## config.mk

```make
export PLATFORM = sky130hd
export DESIGN_NAME = lives_tracker
export DESIGN_NICKNAME = d
export VERILOG_FILES = /design/src/rtl/lives_pkg.sv /design/src/rtl/edge_pulse.sv /design/src/rtl/lives_tracker.sv
export SDC_FILE = /design/constraint.sdc
export NUM_CORES = 1
export LEC_CHECK = 0
export BUFFER_PORTS_ARGS = -buffer_cell sky130_fd_sc_hd__buf_4
export CORE_ASPECT_RATIO = 0.9
export CORE_MARGIN = 4
export CORE_UTILIZATION = 50
export DETAILED_ROUTE_END_ITERATION = 12
export PLACE_DENSITY_LB_ADDON = 0.3
export SLEW_MARGIN = 15
export SYNTH_ARGS = -nofsm -noshare
export SYNTH_HDL_FRONTEND = slang
export SYNTH_SLANG_ARGS = --single-unit
```

## constraint.sdc

```tcl
create_clock -name clk -period 2.5 [get_ports clk]
set_input_delay 0.5 -clock clk [delete_from_list [all_inputs] [get_ports clk]]
set_output_delay 0.5 -clock clk [all_outputs]
set_load 0.05 [all_outputs]
```

## src/rtl/lives_pkg.sv

```systemverilog
// Shared types and constants for the lives tracker and the lives display.
// Optional build macro used by lives_tracker: LIVES_EDGE_DETECT_EN.
package lives_pkg;

  localparam int LIVES_W = 2;

  typedef enum logic [1:0] {
    IDLE  = 2'd0,
    PLAY  = 2'd1,
    GRACE = 2'd2,
    OVER  = 2'd3
  } lives_state_t;

  // Active-high segment patterns, bit order {g,f,e,d,c,b,a}.
  localparam logic [6:0] SEG_0 = 7'b0111111;
  localparam logic [6:0] SEG_1 = 7'b0000110;
  localparam logic [6:0] SEG_2 = 7'b1011011;
  localparam logic [6:0] SEG_3 = 7'b1001111;

  // Maps a lives count to the digit pattern the display shows.
  function automatic logic [6:0] lives_to_seg(input logic [LIVES_W-1:0] i_lives);
    logic [6:0] seg;
    case (i_lives)
      2'd0:    seg = SEG_0;
      2'd1:    seg = SEG_1;
      2'd2:    seg = SEG_2;
      default: seg = SEG_3;
    endcase
    return seg;
  endfunction

endpackage

```

## src/rtl/edge_pulse.sv

```systemverilog
// Registered rising-edge detector: a held level produces one pulse, one
// cycle after the rise. Both registers reset to 0.
module edge_pulse (
  input  logic clk,
  input  logic resetn,
  input  logic i_d,
  output logic o_pulse
);

  logic r_prev;
  logic r_pulse;

  // Remember the previous level and register the rise as a one-cycle pulse.
  always_ff @(posedge clk or negedge resetn) begin
    if (!resetn) begin
      r_prev  <= 1'b0;
      r_pulse <= 1'b0;
    end else begin
      r_prev  <= i_d;
      r_pulse <= i_d & ~r_prev;
    end
  end

  assign o_pulse = r_pulse;

endmodule

```

## src/rtl/lives_tracker.sv

```systemverilog
// Lives tracker: keeps the remaining lives count for the HUD, runs the
// post-miss invulnerability window and flags game over.
// Optional build macro: LIVES_EDGE_DETECT_EN (edge-detect event inputs,
// latency becomes 2 cycles; otherwise inputs are level-sampled, latency 1).
// Event inputs are sampled on every rising clk edge; there is no handshake.
import lives_pkg::*;

module lives_tracker #(
  parameter int START_LIVES  = 3,
  parameter int MAX_LIVES    = 3,
  parameter int GRACE_CYCLES = 25000000
) (
  input  logic               clk,
  input  logic               resetn,
  input  logic               start,
  input  logic               miss,
  input  logic               bomb,
  input  logic               bonus,
  output logic [LIVES_W-1:0] lives,
  output logic               playing,
  output logic               invuln,
  output logic               game_over,
  output logic               life_lost,
  output lives_state_t       dbg_state
);

  localparam int CNT_W = $clog2(GRACE_CYCLES + 1);
  localparam logic [LIVES_W-1:0] START_L    = LIVES_W'(START_LIVES);
  localparam logic [LIVES_W-1:0] MAX_L      = LIVES_W'(MAX_LIVES);
  localparam logic [CNT_W-1:0]   GRACE_LOAD = CNT_W'(GRACE_CYCLES - 1);

  logic w_start;
  logic w_miss;
  logic w_bomb;
  logic w_bonus;

`ifdef LIVES_EDGE_DETECT_EN
  edge_pulse u_ep_start (.clk(clk), .resetn(resetn), .i_d(start), .o_pulse(w_start));
  edge_pulse u_ep_miss  (.clk(clk), .resetn(resetn), .i_d(miss),  .o_pulse(w_miss));
  edge_pulse u_ep_bomb  (.clk(clk), .resetn(resetn), .i_d(bomb),  .o_pulse(w_bomb));
  edge_pulse u_ep_bonus (.clk(clk), .resetn(resetn), .i_d(bonus), .o_pulse(w_bonus));
`else
  assign w_start = start;
  assign w_miss  = miss;
  assign w_bomb  = bomb;
  assign w_bonus = bonus;
`endif

  lives_state_t       r_state;
  lives_state_t       w_state_nxt;
  logic [LIVES_W-1:0] r_lives;
  logic [LIVES_W-1:0] w_lives_nxt;
  logic [CNT_W-1:0]   r_grace_cnt;
  logic [CNT_W-1:0]   w_grace_cnt_nxt;
  logic               r_life_lost;
  logic               w_life_lost_nxt;

  // State, lives, grace counter and loss pulse registers.
  always_ff @(posedge clk or negedge resetn) begin
    if (!resetn) begin
      r_state     <= IDLE;
      r_lives     <= START_L;
      r_grace_cnt <= '0;
      r_life_lost <= 1'b0;
    end else begin
      r_state     <= w_state_nxt;
      r_lives     <= w_lives_nxt;
      r_grace_cnt <= w_grace_cnt_nxt;
      r_life_lost <= w_life_lost_nxt;
    end
  end

  // Next-state logic; in play, bomb beats miss beats bonus.
  always_comb begin
    w_state_nxt     = r_state;
    w_lives_nxt     = r_lives;
    w_grace_cnt_nxt = r_grace_cnt;
    w_life_lost_nxt = 1'b0;
    case (r_state)
      IDLE: begin
        if (w_start) begin
          w_state_nxt = PLAY;
          w_lives_nxt = START_L;
        end
      end
      PLAY: begin
        if (w_bomb) begin
          w_state_nxt     = OVER;
          w_lives_nxt     = '0;
          w_life_lost_nxt = 1'b1;
        end else if (w_miss) begin
          w_life_lost_nxt = 1'b1;
          // lives <= 1 also covers a defensive 0 so the count never wraps.
          if (r_lives <= LIVES_W'(1)) begin
            w_state_nxt = OVER;
            w_lives_nxt = '0;
          end else begin
            w_state_nxt     = GRACE;
            w_lives_nxt     = r_lives - LIVES_W'(1);
            w_grace_cnt_nxt = GRACE_LOAD;
          end
        end else if (w_bonus && (r_lives < MAX_L)) begin
          w_lives_nxt = r_lives + LIVES_W'(1);
        end
      end
      GRACE: begin
        if (w_bomb) begin
          w_state_nxt     = OVER;
          w_lives_nxt     = '0;
          w_life_lost_nxt = 1'b1;
          w_grace_cnt_nxt = '0;
        end else begin
          if (w_bonus && (r_lives < MAX_L)) begin
            w_lives_nxt = r_lives + LIVES_W'(1);
          end
          if (r_grace_cnt == '0) begin
            w_state_nxt = PLAY;
          end else begin
            w_grace_cnt_nxt = r_grace_cnt - CNT_W'(1);
          end
        end
      end
      OVER: begin
        w_lives_nxt = '0;
        if (w_start) begin
          w_state_nxt = PLAY;
          w_lives_nxt = START_L;
        end
      end
      default: begin
        w_state_nxt = IDLE;
      end
    endcase
  end

  // Output decode straight from the registered state.
  always_comb begin
    playing   = (r_state == PLAY) || (r_state == GRACE);
    invuln    = (r_state == GRACE);
    game_over = (r_state == OVER);
    lives     = r_lives;
    life_lost = r_life_lost;
    dbg_state = r_state;
  end

endmodule

```

==> metrics <==
status finished clean; Final Util just over 60%; die area 5300 um2; #FFs+latches synth 30; Ys Warns 0; biggest area consumer among synthesized cells dfrtp_1; final worst slack between 100 and 150 ps; Crit Path Class reg -> reg; CTS buffer count 5; placed cell area between 2000 and 2500 um2; Final Hold Fails 0; Die X between 70 and 80 um; Worst-Skew Late Latency slightly below 300 ps; Remaining DRCs 0; largest net degree at the start of global routing 31; Global Route Usage Sum around a fifth; Yosys cell types 54; Final min period around 2400 ps; Die H 69.5 um; layout cells sized above 1 ~20%; Syn Nets approximately 260; Data arrival, critical path about 2600 ps; worst slack, placed 73.7 ps; TritonCTS clock tree yes; r2r worst-path depth 5; core area around 4100 um2; most common cell after layout, fill and taps aside dfrtp_1; slew margin rel. between 50% and 60%; design area about 2500 um2; cell count after synthesis approximately 240; Post-Syn Area per Cell between 8 and 9 um2; FILL cells roughly 350; row count 22; Pwr Density 887 nW/um2; TNS Setup 0 ps; max frequency 418 MHz; most frequent cells in the layout dfrtp_1, buf_4, nor2_1; Top Ports 14; DRT iter0 DRCs between 200 and 250; final wirelength roughly 5.2 mm; Post-CTS Hold Buffers 0; area grow syn2layout 18.3%; grt ovf 0; Slew Viols, Final 0; sequential fraction of the synthesis area between 30% and 40%; clk root buf clkbuf_8; Final Power approximately 2.2 mW; startpoint types flip-flop; number of diodes 0; clk buf depth 2; Critical path origin r_grace_cnt[11]; setup violators final 0; clk_skew 5.79 ps; first-pass GRT wire length 8.71 mm; Via density about 6.2; gpl congestion roughly 0.88; clk sinks 30; fin cells 308; Hold/Removal Path Class in -> async; H-Tree Depth 2; Initial Utilization between 50% and 60%; worst IR drop on VDD 728 uV; asr flop ratio synth 100%; Final period util between 90% and 100%; Final ANT Viol Nets 0; share of the synthesized area in the top cell type 33.4%; Mapped Area 2100 um2; final net count 277; DP Wirelength 3.53 mm; RSZ-0062 raised after global routing true; vias in the first global route approximately 1,700; Post-Place Cells between 200 and 300; Worst Hold Slack roughly 130 ps; origin of the critical flop-to-flop path r_grace_cnt[11]; WL/cell around 17 um; Via Count between 1,500 and 2,000; cells taking the most area after synthesis dfrtp_1, ha_1, o211ai_1, nor2_1, mux2i_1; Static Leak 1.03 nW; Slew @ Worst Pin between 700 and 800 ps; clk slew on worst S/H paths 70 ps; Max-cap violations 0; Post-synth EDFFs 0; main flop type after synthesis dfrtp_1; critical-path maximum fanout 13; 1st-pass router iterations 4; PortBufs 13; Critical Path RT 2660 ps; crit end category flip-flop; initial antenna violation count 0
## power by group
group	switching [mW]	internal [mW]
registers	0.119	0.607
logic	0.550	0.301
clock network	0.199	0.425
## what timing repair did
item	in CTS	in global routing
buffers inserted	0	1
endpoints found under the hold margin	0	0
setup endpoints to repair	0	11
gates resized for setup	0	3
## layout make-up
class	count	area, um2	area share (%)
tap	48	60.1	2.42
timing repair buffer	26	208	8.37
inverter	11	41.3	1.66
sequential	30	756	30.4
multi-input combinational	185	1270	51.4
clock inverter	2	60.1	2.42
clock buffer	6	82.6	3.33
## metal layers
metal	GRT usage (%)	share of wire (%)
met5	0	0
met4	5.03	1.0
met3	5.58	6.1
met2	29.8	44
met1	29.5	48
## final timing paths
path	endpoint	slack (ps)
max	r_grace_cnt[20]	110
min	r_grace_cnt[1]	130
max reg2reg	r_grace_cnt[20]	110
min reg2reg	r_grace_cnt[18]	520
max in group asynchronous	lives[1]	2040
min in group clk	r_grace_cnt[18]	520
## kinds of logic (layout without fill, tap and decap cells)
family | count (synthesis) | in the layout | synth area share (%)
AO/OA/AOI/OAI | 74 | 74 | 24.4
adder cells (fa/ha/maj) | 12 | 12 | 7.16
buffers and inverters | 22 | 45 | 4.35
AND/OR/NAND/NOR | 88 | 88 | 23.1
flip-flops | 30 | 30 | 35.9
multiplexers | 9 | 9 | 4.29
XOR/XNOR | 2 | 2 | 0.835
## critical path, stage by stage (launching register included)
cell and delay, ps:
dfrtp_1 390, or4_4 570, or4_4 670, nor4b_4 290, mux2i_1 250, o211ai_2 90
## flip-flops by register name, summed over array words and instances, names as in the netlist
name         flops
life_lost        1
r_grace_cnt     25
lives            2
dbg_state        2
## synth_stat cells (all sizes together), types with 2 or more instances
master / number
a2111oi: 2
a211oi: 2
a21oi: 13
a31oi: 2
a32oi: 2
a41oi: 2
buf: 2
clkbuf: 9
dfrtp: 28
dfstp: 2
ha: 12
inv: 11
mux2i: 9
nand2: 17
nand2b: 2
nand3: 2
nand4: 3
nor2: 25
nor2b: 6
nor3: 6
nor4: 4
nor4b: 2
o211ai: 15
o21ai: 20
o311ai: 2
o31a: 2
o41ai: 2
or3: 10
or4: 5
No activity file was read; power rests on OpenSTA's default activity.
